**src/rtl/gbe_rx_pkg.sv**
```systemverilog
// Shared types and constants for the GbE receive application packer.
package gbe_rx_pkg;

  localparam int unsigned LANES        = 8;
  localparam int unsigned IDX_W        = 3;
  localparam int unsigned WORD_W       = 64;
  localparam int unsigned HDR_IP_LSB   = 0;
  localparam int unsigned HDR_PORT_LSB = 32;

  typedef enum logic [1:0] {
    IDLE    = 2'd0,
    HDR     = 2'd1,
    COLLECT = 2'd2,
    HOLD    = 2'd3
  } state_t;

  typedef struct packed {
    logic [WORD_W-1:0] data;
    logic [LANES-1:0]  keep;
    logic              last;
    logic              err;
  } word_t;

  // Header word layout: {16'h0, srcport, srcip}
  function automatic word_t hdr_word(input logic [31:0] ip, input logic [15:0] port);
    word_t w;
    w = '0;
    w.data[HDR_IP_LSB +: 32]   = ip;
    w.data[HDR_PORT_LSB +: 16] = port;
    w.keep                     = '1;
    return w;
  endfunction

endpackage

```
**src/rtl/gbe_rx_app_packer_if.sv**
```systemverilog
// Byte-wide receive-core bus and 64-bit packed word bus used by the packer.
interface gbe_rx_byte_if;
  logic [7:0]  app_rx_data;
  logic        app_rx_dvld;
  logic        app_rx_eof;
  logic [31:0] app_rx_srcip;
  logic [15:0] app_rx_srcport;
  logic        app_rx_badframe;
  logic        app_rx_overrun;
  logic        app_rx_ack;
  logic        app_rx_rst;

  modport master (output app_rx_data, app_rx_dvld, app_rx_eof, app_rx_srcip, app_rx_srcport,
                         app_rx_badframe, app_rx_overrun,
                  input  app_rx_ack, app_rx_rst);
  modport slave  (input  app_rx_data, app_rx_dvld, app_rx_eof, app_rx_srcip, app_rx_srcport,
                         app_rx_badframe, app_rx_overrun,
                  output app_rx_ack, app_rx_rst);
endinterface

interface gbe_rx_word_if;
  logic [63:0] out_data;
  logic [7:0]  out_keep;
  logic        out_valid;
  logic        out_last;
  logic        out_err;
  logic [31:0] out_srcip;
  logic [15:0] out_srcport;
  logic        out_ready;

  modport master (output out_data, out_keep, out_valid, out_last, out_err, out_srcip, out_srcport,
                  input  out_ready);
  modport slave  (input  out_data, out_keep, out_valid, out_last, out_err, out_srcip, out_srcport,
                  output out_ready);
endinterface

```
**src/rtl/gbe_rx_stat_cnt.sv**
```systemverilog
// Statistics counter: wraps by default, saturates at all-ones when SAT is set.
module gbe_rx_stat_cnt #(
  parameter int unsigned W   = 32,
  parameter bit          SAT = 1'b0
) (
  input  logic         clk,
  input  logic         rst_n,
  input  logic         inc,
  output logic [W-1:0] cnt
);

  always_ff @(posedge clk) begin
    if (!rst_n) begin
      cnt <= '0;
    end else if (inc && !(SAT && (&cnt))) begin
      cnt <= cnt + W'(1);
    end
  end

endmodule

```
**src/rtl/gbe_rx_app_packer.sv**
```systemverilog
// Packs the byte-wide UDP receive stream into 64-bit words with keep/last/err and statistics.
// Optional header word per frame when RX_PACKER_HDR_EN is defined.
module gbe_rx_app_packer
  import gbe_rx_pkg::*;
#(
  parameter int unsigned CNT_W = 32,
  parameter int unsigned OVR_W = 16
) (
  input  logic             app_clk,
  input  logic             app_rst_n,
  gbe_rx_byte_if.slave     rx,
  gbe_rx_word_if.master    ow,
  input  logic             sw_flush,
  output logic [CNT_W-1:0] good_cnt,
  output logic [CNT_W-1:0] bad_cnt,
  output logic [OVR_W-1:0] ovr_cnt
);

  state_t           state;
  word_t            acc;
  word_t            nxt;
  word_t            out_q;
  word_t            load_word;
  logic [IDX_W-1:0] idx;
  logic             acc_full;
  logic             out_vld;
  logic [31:0]      frame_ip;
  logic [15:0]      frame_port;
  logic [31:0]      out_ip;
  logic [15:0]      out_port;
  logic             out_free;
  logic             take;
  logic             word_done;
  logic             load_en;
  logic             rx_rst_q;
  logic             flush_left;
  logic             ovr_prev;

  assign out_free   = !out_vld || ow.out_ready;
  assign take       = rx.app_rx_dvld && (state == COLLECT) && !acc_full;
  assign word_done  = (idx == IDX_W'(LANES - 1)) || rx.app_rx_eof;
  assign rx.app_rx_ack = take;
  assign rx.app_rx_rst = rx_rst_q;

  // Accumulator with the incoming byte merged into lane idx
  always_comb begin
    nxt                          = acc;
    nxt.data[{idx, 3'b000} +: 8] = rx.app_rx_data;
    nxt.keep[idx]                = 1'b1;
    nxt.last                     = rx.app_rx_eof;
    nxt.err                      = rx.app_rx_eof & rx.app_rx_badframe;
  end

  // Selects what, if anything, moves into the output register this cycle
  always_comb begin
    load_en   = 1'b0;
    load_word = nxt;
    case (state)
`ifdef RX_PACKER_HDR_EN
      HDR: begin
        load_en   = out_free;
        load_word = hdr_word(frame_ip, frame_port);
      end
`endif
      COLLECT: load_en = take && word_done && out_free;
      HOLD: begin
        load_en   = out_free;
        load_word = acc;
      end
      default: ;
    endcase
  end

  always_ff @(posedge app_clk) begin
    if (!app_rst_n || sw_flush) begin
      state      <= IDLE;
      acc        <= '0;
      idx        <= '0;
      acc_full   <= 1'b0;
      out_q      <= '0;
      out_vld    <= 1'b0;
      out_ip     <= '0;
      out_port   <= '0;
      frame_ip   <= '0;
      frame_port <= '0;
    end else begin
      if (load_en) begin
        out_q    <= load_word;
        out_vld  <= 1'b1;
        out_ip   <= frame_ip;
        out_port <= frame_port;
      end else if (out_vld && ow.out_ready) begin
        out_vld <= 1'b0;
      end

      case (state)
        IDLE: begin
          if (rx.app_rx_dvld) begin
            frame_ip   <= rx.app_rx_srcip;
            frame_port <= rx.app_rx_srcport;
`ifdef RX_PACKER_HDR_EN
            state      <= HDR;
`else
            state      <= COLLECT;
`endif
          end
        end
`ifdef RX_PACKER_HDR_EN
        HDR: if (out_free) state <= COLLECT;
`endif
        COLLECT: begin
          if (take) begin
            if (word_done) begin
              idx <= '0;
              if (out_free) begin
                acc   <= '0;
                state <= rx.app_rx_eof ? IDLE : COLLECT;
              end else begin
                acc      <= nxt;
                acc_full <= 1'b1;
                state    <= HOLD;
              end
            end else begin
              acc <= nxt;
              idx <= idx + IDX_W'(1);
            end
          end
        end
        HOLD: begin
          if (out_free) begin
            acc      <= '0;
            acc_full <= 1'b0;
            state    <= acc.last ? IDLE : COLLECT;
          end
        end
        default: state <= IDLE;
      endcase
    end
  end

  // Receive-core flush: held through reset, then two cycles per soft flush
  always_ff @(posedge app_clk) begin
    if (!app_rst_n) begin
      rx_rst_q   <= 1'b1;
      flush_left <= 1'b0;
    end else if (sw_flush) begin
      rx_rst_q   <= 1'b1;
      flush_left <= 1'b1;
    end else if (flush_left) begin
      rx_rst_q   <= 1'b1;
      flush_left <= 1'b0;
    end else begin
      rx_rst_q   <= 1'b0;
    end
  end

  always_ff @(posedge app_clk) begin
    if (!app_rst_n) ovr_prev <= 1'b0;
    else            ovr_prev <= rx.app_rx_overrun;
  end

  assign ow.out_data    = out_q.data;
  assign ow.out_keep    = out_q.keep;
  assign ow.out_last    = out_q.last;
  assign ow.out_err     = out_q.err;
  assign ow.out_valid   = out_vld;
  assign ow.out_srcip   = out_ip;
  assign ow.out_srcport = out_port;

  gbe_rx_stat_cnt #(.W(CNT_W), .SAT(1'b0)) u_good (
    .clk(app_clk), .rst_n(app_rst_n),
    .inc(out_vld && ow.out_ready && out_q.last && !out_q.err), .cnt(good_cnt));

  gbe_rx_stat_cnt #(.W(CNT_W), .SAT(1'b0)) u_bad (
    .clk(app_clk), .rst_n(app_rst_n),
    .inc(out_vld && ow.out_ready && out_q.last && out_q.err), .cnt(bad_cnt));

  gbe_rx_stat_cnt #(.W(OVR_W), .SAT(1'b1)) u_ovr (
    .clk(app_clk), .rst_n(app_rst_n),
    .inc(rx.app_rx_overrun && !ovr_prev), .cnt(ovr_cnt));

endmodule
```
**src/flat_wrapper.sv**
```systemverilog
// flat-port wrapper written by rule: the top's interface ports become plain ports
module gbe_rx_app_packer_flat import gbe_rx_pkg::*;
#(
  parameter int unsigned CNT_W = 32,
  parameter int unsigned OVR_W = 16
)
  (app_clk, app_rst_n, sw_flush, good_cnt, bad_cnt, ovr_cnt, rx_app_rx_data, rx_app_rx_dvld, rx_app_rx_eof, rx_app_rx_srcip, rx_app_rx_srcport, rx_app_rx_badframe, rx_app_rx_overrun, rx_app_rx_ack, rx_app_rx_rst, ow_out_data, ow_out_keep, ow_out_valid, ow_out_last, ow_out_err, ow_out_srcip, ow_out_srcport, ow_out_ready);
  gbe_rx_byte_if rx_i ();
  gbe_rx_word_if ow_i ();
  input  logic app_clk;
  input  logic app_rst_n;
  input  logic sw_flush;
  output logic [CNT_W-1:0] good_cnt;
  output logic [CNT_W-1:0] bad_cnt;
  output logic [OVR_W-1:0] ovr_cnt;
  input wire logic [$bits(rx_i.app_rx_data)-1:0] rx_app_rx_data;
  input wire logic [$bits(rx_i.app_rx_dvld)-1:0] rx_app_rx_dvld;
  input wire logic [$bits(rx_i.app_rx_eof)-1:0] rx_app_rx_eof;
  input wire logic [$bits(rx_i.app_rx_srcip)-1:0] rx_app_rx_srcip;
  input wire logic [$bits(rx_i.app_rx_srcport)-1:0] rx_app_rx_srcport;
  input wire logic [$bits(rx_i.app_rx_badframe)-1:0] rx_app_rx_badframe;
  input wire logic [$bits(rx_i.app_rx_overrun)-1:0] rx_app_rx_overrun;
  output wire logic [$bits(rx_i.app_rx_ack)-1:0] rx_app_rx_ack;
  output wire logic [$bits(rx_i.app_rx_rst)-1:0] rx_app_rx_rst;
  output wire logic [$bits(ow_i.out_data)-1:0] ow_out_data;
  output wire logic [$bits(ow_i.out_keep)-1:0] ow_out_keep;
  output wire logic [$bits(ow_i.out_valid)-1:0] ow_out_valid;
  output wire logic [$bits(ow_i.out_last)-1:0] ow_out_last;
  output wire logic [$bits(ow_i.out_err)-1:0] ow_out_err;
  output wire logic [$bits(ow_i.out_srcip)-1:0] ow_out_srcip;
  output wire logic [$bits(ow_i.out_srcport)-1:0] ow_out_srcport;
  input wire logic [$bits(ow_i.out_ready)-1:0] ow_out_ready;
  assign rx_i.app_rx_data = rx_app_rx_data;
  assign rx_i.app_rx_dvld = rx_app_rx_dvld;
  assign rx_i.app_rx_eof = rx_app_rx_eof;
  assign rx_i.app_rx_srcip = rx_app_rx_srcip;
  assign rx_i.app_rx_srcport = rx_app_rx_srcport;
  assign rx_i.app_rx_badframe = rx_app_rx_badframe;
  assign rx_i.app_rx_overrun = rx_app_rx_overrun;
  assign rx_app_rx_ack = rx_i.app_rx_ack;
  assign rx_app_rx_rst = rx_i.app_rx_rst;
  assign ow_out_data = ow_i.out_data;
  assign ow_out_keep = ow_i.out_keep;
  assign ow_out_valid = ow_i.out_valid;
  assign ow_out_last = ow_i.out_last;
  assign ow_out_err = ow_i.out_err;
  assign ow_out_srcip = ow_i.out_srcip;
  assign ow_out_srcport = ow_i.out_srcport;
  assign ow_i.out_ready = ow_out_ready;
  gbe_rx_app_packer #(.CNT_W(CNT_W), .OVR_W(OVR_W)) u_core (.app_clk(app_clk), .app_rst_n(app_rst_n), .rx(rx_i), .ow(ow_i), .sw_flush(sw_flush), .good_cnt(good_cnt), .bad_cnt(bad_cnt), .ovr_cnt(ovr_cnt));
endmodule
```
**config.mk**
```make
export PLATFORM = sky130hd
export DESIGN_NAME = gbe_rx_app_packer_flat
export DESIGN_NICKNAME = d
export VERILOG_FILES = /design/src/rtl/gbe_rx_pkg.sv /design/src/rtl/gbe_rx_app_packer_if.sv /design/src/rtl/gbe_rx_stat_cnt.sv /design/src/rtl/gbe_rx_app_packer.sv /design/src/flat_wrapper.sv
export SDC_FILE = /design/constraint.sdc
export NUM_CORES = 1
export LEC_CHECK = 0
export ABC_AREA = 1
export CORE_MARGIN = 1
export CORE_UTILIZATION = 35
export DETAILED_ROUTE_END_ITERATION = 10
export HOLD_SLACK_MARGIN = 0.03
export PLACE_DENSITY = 0.69
export SLEW_MARGIN = 20
export SYNTH_ARGS = -nofsm -noshare
export SYNTH_HDL_FRONTEND = slang
export SYNTH_SLANG_ARGS = --single-unit
```
**constraint.sdc**
```tcl
create_clock -name app_clk -period 7.01 [get_ports app_clk]
set_input_delay 1.0515 -clock app_clk [delete_from_list [all_inputs] [get_ports app_clk]]
set_output_delay 1.0515 -clock app_clk [all_outputs]
set_load 0.03 [all_outputs]
```
Yosys cells after proc, flatten, opt, wreduce, memory -nomap -nowiden

Index checks and enable logic that the tools add are counted.

Add/subtract/negate cells: 5
Multiply operators: 0
Divide/modulo/power cells: 0
$lt $le $gt $ge: 2
Eq/ne operators: 8
Shift operators: 2
Multiplexer cells: 28
Bitwise logic cells: 3
Reduce and logical (&&, ||, !) cells: 30

Operator list:

| operator                                                   | number |
|---|---|
| two-way mux 74 bit                                         | 5 |
| one-hot mux 74 bit (2 select lines)                        | 1 |
| adder 32 x 1 -> 32 bit, second input constant              | 2 |
| bitwise mux 64 bit                                         | 1 |
| variable shift 8 x 8 -> 64 bit, first input constant       | 1 |
| variable part select 8 x 8 -> 64 bit                       | 1 |
| adder 16 x 1 -> 16 bit, second input constant              | 1 |
| AND reduction 16 bit                                       | 1 |
| two-way mux 2 bit                                          | 7 |
| logical AND 1 bit                                          | 11 |
| two-way mux 1 bit                                          | 9 |
| negation 6 -> 8 bit                                        | 1 |
| OR 8 bit                                                   | 1 |
| logical NOT 1 bit                                          | 6 |
| != test 2 x 1 -> 1 bit, second input constant              | 3 |
| one-hot mux 2 bit (3 select lines)                         | 1 |
| AND reduction 5 bit                                        | 1 |
| == test 2 bit, second input constant                       | 2 |
| less-than comparator 3 x 4 -> 1 bit, second input constant | 1 |
| != test 2 bit, second input constant                       | 2 |
| one-hot mux 1 bit (2 select lines)                         | 2 |
| AND reduction 2 bit                                        | 2 |
| AND reduction 4 bit                                        | 1 |
| nonzero test 2 bit                                         | 2 |
| 11 further kinds                                           | 13 |

Bits in registers: 334
Bits in latches: 0
Memory bits (writable): 0
Memory bits (read-only): 0
Logic and storage cells: 100
Memories kept: 0

Longest topological paths before layout

Gate-level depths: netlist of run 1.

Word-level depth: 9
Mapped depth: 13
Depth with buffers taken out: 11

Cells and area by module

A second synthesis of run 1 with hierarchy kept.

Cell total of the unflattened synthesis: 2314
Area total of the unflattened synthesis: 15512.4 um2

Modules (own cells, without submodules):

| module                             | times used | cells an instance | area each (um2) | seq. area each (um2) |
|---|---|---|---|---|
| gbe_rx_app_packer                  | 1          | 1648              | 11050.6         | 5084.9 |
| gbe_rx_stat_cnt (u_core.u_bad ...) | 2          | 260               | 1750.4          | 640.6 |
| gbe_rx_stat_cnt (u_core.u_ovr)     | 1          | 146               | 960.9           | 320.3 |

Least setup slack after synthesis of run 1

OpenSTA, ideal clock, no wires.

Path type: in2out
Start: input port rx_app_rx_dvld
End: output port rx_app_rx_ack
Arrival time: 1.770 ns
Required time: 5.958 ns
Slack: 4.188 ns
Stages on the path: 3
Buffers on the path: 1
Cells stage by stage: nand2_1 nor2_4 buf_1

Longest elaborated chain between the ends: 2

Ends and longest elaborated chain:

| item                            | RTL line                | text |
|---|---|---|
| start: declaration              | flat_wrapper.sv:17      | `input wire logic [$bits(rx_i.app_rx_dvld)-1:0] rx_app_rx_dvld;` |
| logical AND 1 bit (2 in series) | gbe_rx_app_packer.sv:40 | `assign take = rx.app_rx_dvld && (state == COLLECT) && !acc_full;` |
| end: declaration                | flat_wrapper.sv:23      | `output wire logic [$bits(rx_i.app_rx_ack)-1:0] rx_app_rx_ack;` |

No other way between the ends.

Worst setup path after layout of run 1

Start: input port ow_out_ready
End: register u_core.acc[8] (netlist name)

Longest elaborated chain between the ends: 5
Elaborated cells between the ends (all ways): 7

Ends and longest elaborated chain:

| item                                | RTL line                 | text |
|---|---|---|
| start: declaration                  | flat_wrapper.sv:32       | `input wire logic [$bits(ow_i.out_ready)-1:0] ow_out_ready;` |
| logical OR 1 bit *                  | gbe_rx_app_packer.sv:39  | `assign out_free = !out_vld \|\| ow.out_ready;` |
| two-way mux 74 bit                  | gbe_rx_app_packer.sv:115 | `if (out_free) begin` |
| two-way mux 74 bit                  | gbe_rx_app_packer.sv:113 | `if (word_done) begin` |
| two-way mux 74 bit                  | gbe_rx_app_packer.sv:112 | `if (take) begin` |
| one-hot mux 74 bit (2 select lines) | gbe_rx_app_packer.sv:96  | `case (state)` |
| end signal: assignment              | gbe_rx_app_packer.sv:119 | `acc <= nxt;` |
| end signal: assignment              | gbe_rx_app_packer.sv:124 | `acc <= nxt;` |
| end: declaration                    | gbe_rx_app_packer.sv:20  | `word_t acc;` |

Every way passes the cells marked *; elsewhere a longest branch is shown, timed or not. The select of a mux whose other input is x is not followed.
A chain may end at the register's enable or synchronous reset.

==> reports/qor.csv, run 1 <==
stage,metric,value,unit
synth,ys_seq_elements,334,
worst_setup_path,cp_common_cell,nor2_4,
drt,firstDrtPassIters,5,
timing,post-route-period-util,0.586,
drt,wl_per_cell,15.2,um
timing,final.setup.tns,0,ns
synth,syn_area,14900,um^2
timing,worst_pin_slew,1.07,ns
timing,finalSetupViolations,0,
drt,wirelength,44.9,mm
worst_setup_path,required,7.49,ns
worst_setup_path,critPathCaptureType,flip-flop,
grt,busiest_layer,met2,
placed_design,pre_cts_ws,2.27,ns
clock_network,htreeDepth,2,
power,pwr_density_cell,220,nW/um^2
finish,final_common_cell,nor2_1,
clock_network,cts_resized,0,
power,swShare,0.233,
grt,grt.met2_usage,0.323,
power,p_comb_frac,0.058,
timing,max_slew_margin,0.289,
placed_design,gp_congestion,0.916,
worst_setup_path,worstPathCellList,clkdlybuf4s50_1 > nor2_4 > nor2_4 > nor2_8 > inv_4 > nand2_4 > buf_4 > nand2_1 > nor2_1,
drt,vias_per_cell,5.09,
synth,syn_inst,2168,
drt,ant_nets,0,
grt,grt_use_met1,0.261,
clock_network,cts_root_buf,clkbuf_16,
timing,fmax,0.243,GHz
power,seq_power_share,0.458,
clock_network,ctsHoldBuffers,0,
finish,fillers,4152,
worst_setup_path,path_class,input pin to flip-flop,
finish,final_cell_mix,"414 x nor2_1, 375 x nand2_1, 334 x dfxtp_1, 288 x a21oi_1, 268 x clkdlybuf4s50_1",
grt,grt_max_degree,124,
run,cap_violations,0,
clock_network,clkSlewWorstSetupHoldPaths,0.06,ns
drt,dr.first_iter.drc_count,1292,
synth,synth_cell_type_count,37,
synth,synth_area_per_cell,6.87,um^2
timing,drv_slew,0,
power,p_int,0.00324,W
clock_network,cts_tree,done,
power,peakVddDrop,0.133,mV
die,die-area,43400,um^2
die,num_rows,75,
worst_setup_path,slowest_stage,nor2_8,
drt,vias,15000,
synth,syn-num-nets,2242,
power,p_clk_frac,0.484,
grt,grt_pass1_wl,71.7,mm
finish,drive_above_1_share,0.0416,
clock_network,cts_buffers,39,
synth,synth-seq-area-share,0.449,
min_path,min_path_type,flip-flop to flip-flop,
power,leakage,7.14,nW
worst_setup_path,critical-path-max-stage-delay,0.80,ns
die,core_area,41900,um^2
grt,gr-usage-met3,0.0367,
die,initial_core_util,0.355,
placed_design,io_buffers,268,
grt,grt_pass1_vias,13900,
placed_design,dp_hpwl,29.6,mm
timing,setup_ws,2.90,ns
worst_setup_path,critPathMaxFanout,68,
finish,final_nets,2450,
timing,fin_crit,4.11,ns
grt,antenna_found_initial,3,
status,status,finished clean,
timing,rsz0062_at_grt,no,
worst_setup_path,start_kind,input pin,
timing,finClkSkew,0.0194,ns
clock_network,cts_buffer_depth,3,
power,p_sw,0.000986,W
power,power.total,0.00423,W
drt,drc,0,
die,die_h,208,um
grt,overflow,0,
synth,yosys_warnings,0,
die,dieWidth,208,um
clock_network,cts_num_sinks,334,
clock_network,postCtsSetupRepairBufs,0,
grt,track_usage,0.201,
worst_setup_path,arrival,4.59,ns
clock_network,clock_latency,0.55,ns
timing,hold_viol,0,
finish,area_growth,28.8,%
die,io_pins,269,
[cell type report]
cell class                 count  area [um^2]  share of cell area
antenna                        3         7.51            0.000391
clock buffer                  56         1130              0.0590
clock inverter                12          158             0.00822
inverter                     186          703              0.0367
multi-input combinational   1534         7040               0.367
sequential                   334         6690               0.349
tap                          539          674              0.0352
timing repair buffer         281         2780               0.145
[worst max-delay path, delay by kind of cell]
kind | cells | cell delay, ns
buf+inv | 3 | 1.41
simple gates | 6 | 2.13
[per-layer routing]
layer,up-vias,share of wire
met4,2,0.036
met1,6941,0.44
li1,7488,-
met5,-,0.00033
met2,449,0.46
met3,99,0.056
[metrics by stage]
stage                     cells  hold slack (ns)  utilization  instance area [um^2]
after floorplan            2168            0.393            -                 14900
after global placement     2874            0.397        0.426                 17900
after detailed placement   2874            0.400        0.426                 17900
after CTS                  2942            0.414        0.457                 19200
after global routing       2944            0.428        0.457                 19200
final                      2945            0.410        0.457                 19200
[power groups by stage]
stage	registers [W]	logic (W)	clock network (W)
floorplan	0.00199	0.000128	0
global placement	0.00198	0.000241	0
detailed placement	0.00198	0.000243	0
CTS	0.00194	0.000245	0.00209
global route	0.00194	0.000268	0.00217
finish	0.00194	0.000244	0.00205
[kinds of logic (layout without fill, tap and decap cells)]
group           Yosys count  count (layout)  synth area share
xor+xnor                 20              20            0.0118
fa+ha+maj                10              10           0.00840
compound gates          520             520             0.177
other cells               0               3                 0
flops                   334             334             0.449
simple gates            984             984             0.274
buf+inv                 300             535            0.0799
[worst paths after layout]
kind	startpoint	end	slack, ns	cells after the start
setup reg to reg	u_core.state[0]	u_core.acc[8]	3.13	9
setup / recovery	ow_out_ready	u_core.acc[8]	2.90	9
hold / removal	u_core.flush_left	u_core.rx.app_rx_rst	0.41	1
hold reg to reg	u_core.flush_left	u_core.rx.app_rx_rst	0.41	1
[state kept, by name, summed over array words and instances (netlist names), 32 cells and up]
| register | cells |
|---|---|
| u_core.acc | 74 |
| u_core.frame_ip | 32 |
| u_core.ow.out_data | 64 |
| u_core.u_good.cnt | 32 |
| u_core.u_bad.cnt | 32 |
| u_core.ow.out_srcip | 32 |
[synth_stat cells (all sizes together)]
library cell / n / area [um^2]
a21oi: 289 / 1450
or2: 2 / 12.5
a31oi: 1 / 6.26
nor3b: 5 / 37.5
nor2: 428 / 1680
nand3: 102 / 510
nor4: 1 / 6.26
o21a: 2 / 15.0
xnor2: 7 / 61.3
clkbuf: 72 / 270
nor3: 17 / 90.1
nand4: 45 / 288
inv: 186 / 701
and3: 4 / 25.0
ha: 10 / 125
xor2: 13 / 114
buf: 42 / 219
a21o: 1 / 7.51
nand3b: 3 / 22.5
dfxtp: 334 / 6690
o21ai: 221 / 1110
nand2: 377 / 1420
a211oi: 2 / 15.0
o21bai: 3 / 22.5
o211a: 1 / 10.0
Power figures use the tool's default switching activity.
==> run 2: changes to the inputs <==
--- a/config.mk
+++ b/config.mk
@@ -10,7 +10,7 @@
 export CORE_UTILIZATION = 35
 export DETAILED_ROUTE_END_ITERATION = 10
 export HOLD_SLACK_MARGIN = 0.03
-export PLACE_DENSITY = 0.69
+export PLACE_DENSITY = 0.71
 export SLEW_MARGIN = 20
 export SYNTH_ARGS = -nofsm -noshare
 export SYNTH_HDL_FRONTEND = slang
==> constraint.sdc (replaced) <==
create_clock -name app_clk -period 3.3 [get_ports app_clk]
set_input_delay 0.495 -clock app_clk [delete_from_list [all_inputs] [get_ports app_clk]]
set_output_delay 0.495 -clock app_clk [all_outputs]
set_load 0.03 [all_outputs]
==> run 2 against run 1 <==
Net effect:
- via count up 0.75%
- non-clock buffer count up 10
- routed wire length up 0.80%
- setup slack worse by 2.3 ns
- first-iteration DRC count down 11%
- clock skew down 0.0022 ns
- combinational power up 120%
- clock-buffer cell count down 4
- die area unchanged
- sequential cell count unchanged
- largest cell class unchanged
==> reports/qor.csv, run 2 (same netlist as run 1, synthesis figures left out) <==
stage,metric,value,unit
status,status,finished clean,
power,p_sw,0.00209,W
placed_design,gp_congestion,0.911,
worst_setup_path,arrival,2.21,ns
timing,finalSetupViolations,0,
run,cap_violations,0,
worst_setup_path,critPathMaxFanout,11,
grt,grt_pass1_vias,14100,
min_path,hold_depth,1,
clock_network,clock_latency,0.55,ns
timing,rsz0062_at_grt,no,
timing,fin_crit,2.70,ns
power,p_clk_frac,0.480,
clock_network,htreeDepth,2,
worst_setup_path,crit_family,buffers and inverters,
die,initial_core_util,0.355,
worst_setup_path,path_class,input pin to primary output,
power,swShare,0.234,
drt,top_layer_used,met4,
grt,overflow,0,
die,io_pins,269,
timing,max_slew_margin,0.453,
drt,wirelength,45.2,mm
finish,stdcell_area,19300,um^2
drt,route.met3.wl,2.70,mm
clock_network,cts_num_sinks,334,
timing,final.setup.tns,0,ns
drt,firstDrtPassIters,6,
grt,track_usage,0.204,
worst_setup_path,critical-path-max-stage-delay,0.78,ns
clock_network,cts_tree,done,
timing,post-route-period-util,0.819,
timing,hold_viol,0,
clock_network,cts_root_buf,clkbuf_16,
worst_setup_path,rrSetupSlack,0.69,ns
grt,grt_pass1_wl,72.7,mm
worst_setup_path,cp_common_cell,clkdlybuf4s50_1,
worst_setup_path,r2r-start,u_core.idx[0],
finish,n_antenna_cell,0,
finish,final_common_cell,nor2_1,
die,num_rows,75,
timing,finClkSkew,0.0171,ns
worst_setup_path,slowest_stage,clkdlybuf4s50_1,
clock_network,cts_resized,0,
placed_design,place_area,18000,um^2
power,leakage,7.21,nW
finish,final_cell_mix,"414 x nor2_1, 375 x nand2_1, 334 x dfxtp_1, 288 x a21oi_1, 268 x clkdlybuf4s50_1",
min_path,min_path_type,flip-flop to flip-flop,
finish,drive_above_1_share,0.0481,
worst_setup_path,path_buf_inv,2,
clock_network,clkSlewWorstSetupHoldPaths,0.06,ns
timing,drv_slew,0,
drt,drt-met1-wl,19.4,mm
placed_design,dp_hpwl,29.6,mm
worst_setup_path,r2r-end,u_core.acc[21],
placed_design,io_buffers,268,
timing,fmax,0.370,GHz
clock_network,postCtsSetupRepairBufs,0,
power,pwr_density_cell,462,nW/um^2
power,seq_power_share,0.461,
worst_setup_path,required,2.80,ns
clock_network,cts_buffer_depth,3,
finish,largest_register,u_core.acc,
drt,vias_per_cell,5.11,
drt,wl_per_cell,15.3,um
drt,wl_met2,21.0,mm
die,dieWidth,208,um
min_path,min_to,u_core.rx.app_rx_rst,
worst_setup_path,worstPathCellList,clkdlybuf4s50_1 > nand2_1 > nor2_4 > clkdlybuf4s50_1,
die,die_h,208,um
die,core_area,41900,um^2
worst_setup_path,critPathCaptureType,primary output,
finish,largest_reg_flops,74,
finish,final_nets,2459,
drt,vias,15100,
clock_network,ctsHoldBuffers,0,
grt,grt_max_degree,174,
power,p_int,0.00683,W
drt,dr.first_iter.drc_count,1156,
power,peakVddDrop,0.385,mV
drt,ant_nets,0,
die,die-area,43400,um^2
drt,drc,0,
worst_setup_path,start_kind,input pin,
clock_network,cts_buffers,38,
timing,worst_pin_slew,0.820,ns
finish,area_growth,29.5,%
grt,antenna_found_initial,0,
power,power.total,0.00892,W
power,p_comb_frac,0.059,
min_path,worstHoldStart,u_core.flush_left,
worst_setup_path,ff2ff_path_depth,9,
-- run 2: through the flow --
step           instances  setup slack [ns]  utilization  hold slack, ns
6_report            2951             0.597        0.460           0.413
5_1_grt             2951             0.435        0.460           0.430
4_1_cts             2950             0.568        0.459           0.420
3_5_place_dp        2883             0.571        0.429           0.406
3_3_place_gp        2883             0.620        0.429           0.399
2_1_floorplan       2168              1.04            -           0.393
-- run 2: worst max-delay path by stage --
| stage | startpoint | endpoint | cells after the start |
|---|---|---|---|
| after CTS | u_core.state[0] | rx_app_rx_ack | 4 |
| after detailed placement | ow_out_ready | u_core.acc[4] | 9 |
| after global routing | u_core.idx[0] | u_core.acc[21] | 9 |
| after floorplan | u_core.idx[0] | u_core.acc[15] | 10 |
| after global placement | ow_out_ready | u_core.acc[8] | 9 |
| final | rx_app_rx_dvld | rx_app_rx_ack | 4 |
-- run 2: layer usage --
metal  vias up  GRT usage
met4         0      0.108
met1      6995      0.259
met5         -          0
li1       7490          -
met2       491      0.329
met3       115     0.0350
-- run 2: power by group through the flow --
stage / Combinational (W) / Clock, W / Sequential (W)
2_1_floorplan: 0.000271 / 0 / 0.00423
3_3_place_gp: 0.000521 / 0 / 0.00420
3_5_place_dp: 0.000527 / 0 / 0.00420
4_1_cts: 0.000530 / 0.00439 / 0.00411
5_1_grt: 0.000580 / 0.00454 / 0.00412
6_report: 0.000528 / 0.00428 / 0.00411
-- run 2: area by class of cell --
type                       instances  area, um^2
fill                            4086       22600
multi-input combinational       1534        7040
sequential                       334        6690
timing repair buffer             291        2930
clock buffer                      52        1130
inverter                         186         703
tap                              539         674
clock inverter                    15         131
